File: src/rtl/led_ram_arbiter.sv
// led_ram_arbiter: shares the single-port LED frame-buffer RAM between the
// display scan engine (reads, priority) and the host loader (writes). A
// saturating wait counter bounds how long a pending host write can be starved.
//
// Build option: define LED_RAM_ARB_CLEAR_EN to include the clear engine, which
// zero-fills the whole RAM after an i_clear pulse. Without it, i_clear is
// ignored and o_busy is tied low; the port list is identical in both builds.
module led_ram_arbiter #(
  parameter int DATA_WIDTH = 32,
  parameter int ADDR_WIDTH = 6,
  parameter int MAX_WAIT   = 4
) (
  input  logic                  i_clk,
  input  logic                  i_rst,
  // scan engine read port
  input  logic                  i_rd_req,
  input  logic [ADDR_WIDTH-1:0] i_rd_addr,
  output logic                  o_rd_ack,
  output logic                  o_rd_valid,
  output logic [DATA_WIDTH-1:0] o_rd_data,
  // host loader write port
  input  logic                  i_wr_valid,
  input  logic [ADDR_WIDTH-1:0] i_wr_addr,
  input  logic [DATA_WIDTH-1:0] i_wr_data,
  output logic                  o_wr_ready,
  // clear engine control
  input  logic                  i_clear,
  output logic                  o_busy,
  // data_ram port pins
  output logic                  o_mem_en,
  output logic                  o_mem_wr_en,
  output logic [ADDR_WIDTH-1:0] o_mem_addr,
  output logic [DATA_WIDTH-1:0] o_mem_data,
  input  logic [DATA_WIDTH-1:0] i_mem_data
);

  localparam int                WAIT_W   = $clog2(MAX_WAIT + 1);
  localparam logic [WAIT_W-1:0] WAIT_TOP = WAIT_W'(MAX_WAIT);

  // Arbitration terms (all combinational from current inputs and state)
  logic                  starve;      // writer has hit its denial limit
  logic                  rd_ack;
  logic                  wr_grant;
  logic                  clearing;    // clear engine owns the low-priority slot
  logic                  clr_blk;     // clear activity blocks the writer
  logic                  clr_grant;
  logic [ADDR_WIDTH-1:0] clr_wr_addr;

  // Control state
  logic [WAIT_W-1:0]     wait_cnt;
  logic                  rd_vld_p1;   // read issued last cycle, data now on RAM output

`ifdef LED_RAM_ARB_CLEAR_EN
  typedef enum logic {
    S_IDLE  = 1'b0,
    S_CLEAR = 1'b1
  } state_t;

  localparam logic [ADDR_WIDTH-1:0] LAST_ADDR = '1;

  state_t                state;
  logic [ADDR_WIDTH-1:0] clr_addr;

  assign clearing    = (state == S_CLEAR);
  // A clear request in IDLE also holds off the writer for that cycle.
  assign clr_blk     = clearing || i_clear;
  // Reads preempt the clear; clr_addr simply waits for the next free cycle.
  assign clr_grant   = clearing && !rd_ack;
  assign clr_wr_addr = clr_addr;
  assign o_busy      = clearing;

  // Clear FSM: walks clr_addr over the full depth, advancing only on granted cycles
  always_ff @(posedge i_clk) begin
    if (i_rst) begin
      state    <= S_IDLE;
      clr_addr <= '0;
    end else begin
      case (state)
        S_IDLE: begin
          if (i_clear) begin
            state    <= S_CLEAR;
            clr_addr <= '0;
          end
        end
        S_CLEAR: begin
          if (clr_grant) begin
            if (clr_addr == LAST_ADDR) begin
              state <= S_IDLE;
            end
            clr_addr <= clr_addr + ADDR_WIDTH'(1);
          end
        end
        default: begin
          state    <= S_IDLE;
          clr_addr <= '0;
        end
      endcase
    end
  end
`else
  logic unused_clear;

  assign unused_clear = i_clear;
  assign clearing     = 1'b0;
  assign clr_blk      = 1'b0;
  assign clr_grant    = 1'b0;
  assign clr_wr_addr  = '0;
  assign o_busy       = 1'b0;
`endif

  // Priority: starved writer, reader, clear engine, normal writer.
  assign starve     = i_wr_valid && (wait_cnt == WAIT_TOP) && !clr_blk;
  assign rd_ack     = i_rd_req && !starve;
  assign wr_grant   = i_wr_valid && !clr_blk && (starve || !i_rd_req);

  assign o_rd_ack   = rd_ack;
  assign o_wr_ready = wr_grant;

  // Starvation counter: counts consecutive denied write cycles, frozen while clearing
  always_ff @(posedge i_clk) begin
    if (i_rst) begin
      wait_cnt <= '0;
    end else if (!clearing) begin
      if (!i_wr_valid || wr_grant) begin
        wait_cnt <= '0;
      end else if (wait_cnt != WAIT_TOP) begin
        wait_cnt <= wait_cnt + WAIT_W'(1);
      end
    end
  end

  // Stage p0 -> p1: read valid follows the ack by one cycle (RAM read latency)
  always_ff @(posedge i_clk) begin
    if (i_rst) begin
      rd_vld_p1 <= 1'b0;
    end else begin
      rd_vld_p1 <= rd_ack;
    end
  end

  assign o_rd_valid = rd_vld_p1;
  assign o_rd_data  = i_mem_data;

  // RAM port mux: drive the pins from whichever requester holds the grant
  always_comb begin
    o_mem_en    = 1'b0;
    o_mem_wr_en = 1'b0;
    o_mem_addr  = '0;
    o_mem_data  = '0;
    if (wr_grant) begin
      o_mem_en    = 1'b1;
      o_mem_wr_en = 1'b1;
      o_mem_addr  = i_wr_addr;
      o_mem_data  = i_wr_data;
    end else if (rd_ack) begin
      o_mem_en    = 1'b1;
      o_mem_addr  = i_rd_addr;
    end else if (clr_grant) begin
      o_mem_en    = 1'b1;
      o_mem_wr_en = 1'b1;
      o_mem_addr  = clr_wr_addr;
    end
  end

endmodule

File: config.mk
export PLATFORM = sky130hd
export DESIGN_NAME = led_ram_arbiter
export DESIGN_NICKNAME = d
export VERILOG_FILES = /design/src/rtl/led_ram_arbiter.sv
export SDC_FILE = /design/constraint.sdc
export NUM_CORES = 1
export LEC_CHECK = 0
export CAP_MARGIN = 10
export CORE_MARGIN = 2
export CORE_UTILIZATION = 23
export CTS_BUF_LIST = sky130_fd_sc_hd__clkbuf_4 sky130_fd_sc_hd__clkbuf_8 sky130_fd_sc_hd__clkbuf_16
export CTS_CLUSTER_DIAMETER = 120
export DETAILED_ROUTE_END_ITERATION = 7
export HOLD_SLACK_MARGIN = 0.03
export PLACE_DENSITY = 0.88
export SLEW_MARGIN = 40
export SYNTH_ARGS = -nofsm -noshare
export SYNTH_HDL_FRONTEND = slang
export SYNTH_SLANG_ARGS = --single-unit
File: constraint.sdc
create_clock -name i_clk -period 2.5 [get_ports i_clk]
set_input_delay 0.5 -clock i_clk [delete_from_list [all_inputs] [get_ports i_clk]]
set_output_delay 0.5 -clock i_clk [all_outputs]
set_load 0.02 [all_outputs]
Word level (Yosys, flattened, before mapping)
Cells that the tools add are included.

Add/subtract/negate cells: 1. Eq/ne operators: 2. Multiplexer cells: 6. Reduce and logical (&&, ||, !) cells: 9.

Operators by type and width (number): 32-bit 2-to-1 mux (1); 6-bit 2-to-1 mux (2); 3-bit by 1-bit adder with 3-bit output (second input constant) (1); 3-bit == test (second input constant) (1); 1-bit logical AND (3); 1-bit zero test (3); 1-bit 2-to-1 mux (3); 3-bit != test (second input constant) (1); 1-bit logical OR (2); 2-bit OR reduction (1).

Flip-flop bits (word level): 4. Output and inout port bits: 76. Word-level logic and storage cells: 20.

Logic depth before layout (Yosys ltp)
Depth in word-level cells: 6. Depth in mapped cells: 7. Gate-level depth less buffers: 4.

Least setup slack after synthesis
No wires, ideal clock.

Path type: input-to-output. Start: in i_rd_req. End: out o_wr_ready. Arrival time: 1.474 ns. Data required time: 2.000 ns. Path slack: 0.526 ns. Stages on the path: 5. Buffers on the path: 3. Cells stage by stage: a21boi_2 -> buf_6 -> buf_8 -> nor2b_1 -> buf_4.

Cells in the longest elaborated chain, start to end: 3.

Ends and longest elaborated chain: start, declared (line 16) `input logic i_rd_req,`; 1-bit zero test (line 114) `assign wr_grant = i_wr_valid && !clr_blk && (starve || !i_rd_req);`; 1-bit logical OR (line 114); 1-bit logical AND (line 114); end, declared (line 25) `output logic o_wr_ready,`.

No other way between the ends.

Worst setup path after layout
Start: in i_rd_req. End: out o_mem_data[7].

Cells in the longest elaborated chain, start to end: 4.

Ends and longest elaborated chain: 1-bit zero test (line 114); 1-bit logical OR (line 114); 1-bit logical AND (line 114); 32-bit 2-to-1 mux (line 150) `if (wr_grant) begin`; end, declared (line 33) `output logic [DATA_WIDTH-1:0] o_mem_data,`.

No other way between the ends.

==> impl_metrics.tcl <==
set metrics [dict create \
    commonest_non_fill_non_tap_cell_in_the_layout "sky130_fd_sc_hd__clkdlybuf4s50_1" \
    ys_types 23 \
    design.die.area_um2 4360 \
    postSynthNetCount 199 \
    grt_pass1_wl_mm 4.29 \
    area_delta_synth_final_pct 77.7 \
    portBuffers 90 \
    ff2ff_setup_slack_ps 1270 \
    multiInputGateArea_um2 479 \
    synth_sequential_area_ratio_pct 9.04 \
    setup.worst_path.class "input port to output port" \
    layout.cells.most_common_list "48 x sky130_fd_sc_hd__clkdlybuf4s50_1, 42 x sky130_fd_sc_hd__dlygate4sd2_1, 32 x sky130_fd_sc_hd__and3b_1" \
    timing_hold_violations_final 0 \
    result_of_the_run "completed" \
    p_leak_nw 0.880 \
    detail_route.drc_violations 0 \
    route.antenna.remaining_nets 0 \
    hold-worst-slack_ps 452 \
    path_max_fanout 20 \
    fillers 402 \
    tritoncts_clock_tree "yes" \
    final.min_clock_period_ps 2390 \
    max_clock_freq_mhz 418 \
    timing.critical_path.to_type "output port" \
    layout_cell_share_with_drive_strength_beyond_1_pct 6.47 \
    worst_setup_hold_path_clk_slew_ps 30 \
    layout.area.seq_um2 80.1 \
    regToRegEndpoint "wait_cnt[2]$_SDFFE_PP0P_" \
    ir_drop_v 0.000134 \
    chipWidth_um 66.1 \
    finalSetupTns_ps 0 \
    route.detailed.vias_per_inst 4.47 \
    net-switching-power_w 0.000127 \
    switching_power_share_of_the_total_pct 30.3 \
    postRouteWirelength_mm 2.82 \
    hold_buffers 0 \
    worst-endpoint-required_ps 2000 \
    core_box_area_um2 3690 \
    cts_buffer_depth 2 \
    dpl.hpwl_mm 2.22 \
    crit_path_start "i_rd_req" \
    period_share_pct 95.6 \
    final_max_slew_viol_count 0 \
    power-per-cell-area_nw_per_um2 267 \
    synth.yosys.warnings 0 \
    internal_power_w 0.000293 \
    worst_hold_path_type "flip-flop to flip-flop" \
    startpoint_of_the_lowest_slack_hold_path "wait_cnt[0]$_SDFFE_PP0P_" \
    grt_pass1_vias 934 \
    worst_setup_start_kind "input port" \
    postCtsSetupBuffers 0 \
    num_vias 974 \
    power.share.sequential_pct 15.9 \
    clockPowerShare_pct 32.7 \
    grt_util_all_layers_pct 12.7 \
    gp_congestion 0.711 \
    rsz0062_at_grt "false" \
    ys_seq_elements 4 \
    cts_buffers 3 \
    netlist_area_um2 886 \
    grt_start_max_net_pins 22 \
    count_of_endpoints_failing_setup_in_the_final_report 0 \
    crit_arrival_ps 1890 \
    worstSkewPairLatency_ps 220 \
    yosys-top-cells-area "sky130_fd_sc_hd__and3b_1 32%, sky130_fd_sc_hd__buf_4 29%, sky130_fd_sc_hd__dfxtp_1 9.0%, sky130_fd_sc_hd__nand2_1 5.1%, sky130_fd_sc_hd__o22ai_1 4.2%" \
    grt-ovfl-total 0 \
    r2r-start "wait_cnt[0]$_SDFFE_PP0P_" \
    finish.net_count 255 \
    drt_first_pass_iters 4 \
    cts-root-buf "sky130_fd_sc_hd__clkbuf_8" \
    worstRegToRegCells 4 \
    synthDominantAreaCellType "sky130_fd_sc_hd__and3b_1" \
    dieHeight_um 66.1 \
    clock_sinks 4 \
    drv.max_cap_violation_count 0 \
    yosys.area.top_type_share_pct 31.6 \
    dr.first_iter.drc_count 27 \
    antenna_cells_inserted 0 \
    cts-htree-levels 1 \
    wire_per_inst_um 12.9 \
    placementRows 22 \
    fin_skew_ps 1.63 \
    logic_gate_share_of_total_power_pct 51.4 \
    synth_area_per_cell_um2 7.64 \
    postCtsResizedCells 44 \
    starting_utilization_of_the_core_area_pct 24.0 \
    syn-instance-count 116 \
    critPathCapture "o_mem_data[7]" \
    initial_antenna_violation_count 0 \
    boundaryPins 157 \
]
worst min path at each step:
| stage | cells past startpoint | endpoint |
|---|---|---|
| finish | 1 | wait_cnt[0]$_SDFFE_PP0P_ |
| global route | 1 | wait_cnt[0]$_SDFFE_PP0P_ |
| CTS | 1 | wait_cnt[0]$_SDFFE_PP0P_ |
| detailed placement | 1 | wait_cnt[0]$_SDFFE_PP0P_ |
| global placement | 1 | wait_cnt[0]$_SDFFE_PP0P_ |
| floorplan | 1 | wait_cnt[0]$_SDFFE_PP0P_ |
power groups by stage:
stage	Sequential [W]	Combinational, W	Clock, W
after floorplan	0.0000687	0.000173	0
after global placement	0.0000676	0.000237	0
after detailed placement	0.0000678	0.000240	0
after CTS	0.0000669	0.000219	0.000141
after global routing	0.0000670	0.000233	0.000144
final	0.0000669	0.000216	0.000137
synthesized netlist by cell type:
| cell type | count |
|---|---|
| sky130_fd_sc_hd__nand2_1 | 12 |
| sky130_fd_sc_hd__clkbuf_1 | 4 |
| sky130_fd_sc_hd__nand3b_1 | 1 |
| sky130_fd_sc_hd__conb_1 | 1 |
| sky130_fd_sc_hd__and3b_1 | 32 |
| sky130_fd_sc_hd__o22ai_1 | 6 |
| sky130_fd_sc_hd__and3_1 | 1 |
| sky130_fd_sc_hd__nor2b_1 | 2 |
| sky130_fd_sc_hd__nor3b_1 | 1 |
| sky130_fd_sc_hd__dfxtp_1 | 4 |
| sky130_fd_sc_hd__ha_1 | 2 |
| sky130_fd_sc_hd__clkbuf_2 | 3 |
| sky130_fd_sc_hd__buf_6 | 1 |
| sky130_fd_sc_hd__a21oi_1 | 1 |
| sky130_fd_sc_hd__a21boi_2 | 1 |
| sky130_fd_sc_hd__inv_1 | 3 |
| sky130_fd_sc_hd__nand2b_1 | 1 |
| sky130_fd_sc_hd__or3b_1 | 1 |
| sky130_fd_sc_hd__buf_4 | 34 |
| sky130_fd_sc_hd__a211oi_1 | 2 |
| sky130_fd_sc_hd__buf_2 | 1 |
| sky130_fd_sc_hd__buf_8 | 1 |
| sky130_fd_sc_hd__or2_2 | 1 |
routing by layer:
metal | up-vias | global-route usage [%] | share of wire, % | wire (um)
met4 | 0 | 6.89 | 3.2 | 91
met5 | - | 0 | 0 | 0
met3 | 14 | 4.77 | 11 | 301
met1 | 429 | 13.0 | 36 | 1020
li1 | 465 | - | - | -
met2 | 66 | 22.3 | 50 | 1410
through the flow:
step | utilization, % | power [W] | area, um^2 | worst slack [ps] | std cells
after CTS | 42.7 | 0.000427 | 1570 | 97.2 | 218
after global placement | 42.8 | 0.000305 | 1580 | -105 | 215
after floorplan | - | 0.000241 | 886 | 526 | 116
after detailed placement | 42.8 | 0.000308 | 1580 | -129 | 215
final | 42.7 | 0.000421 | 1570 | 110 | 218
after global routing | 42.7 | 0.000444 | 1570 | 25.1 | 218
kinds of logic (layout without fill, tap and decap cells):
family | count (synthesis) | in the layout | share of synthesized area, %
AOI/OAI and AO/OA | 10 | 10 | 7.77
adders and majority gates | 2 | 2 | 2.82
buffers and inverters | 47 | 101 | 37.0
DFF | 4 | 4 | 9.04
other | 1 | 1 | 0.423
and+or+nand+nor | 52 | 52 | 42.9
sequential cells by signal (all words and copies together) (netlist names):
name and count:
wait_cnt 3, o_rd_valid 1
critical path, cell delays in order:
cell,delay (ps)
sky130_fd_sc_hd__clkdlybuf4s50_1,470
sky130_fd_sc_hd__a21boi_2,190
sky130_fd_sc_hd__buf_4,220
sky130_fd_sc_hd__and3b_1,190
sky130_fd_sc_hd__dlygate4sd2_1,310
final cells by class:
type	count	area share, %
Sequential cell	4	5.09
Multi-Input combinational cell	65	30.4
Tap cell	48	3.82
Inverter	3	0.715
Timing Repair Buffer	95	57.3
Clock buffer	3	2.62
No activity file was read; power rests on OpenSTA's default activity.
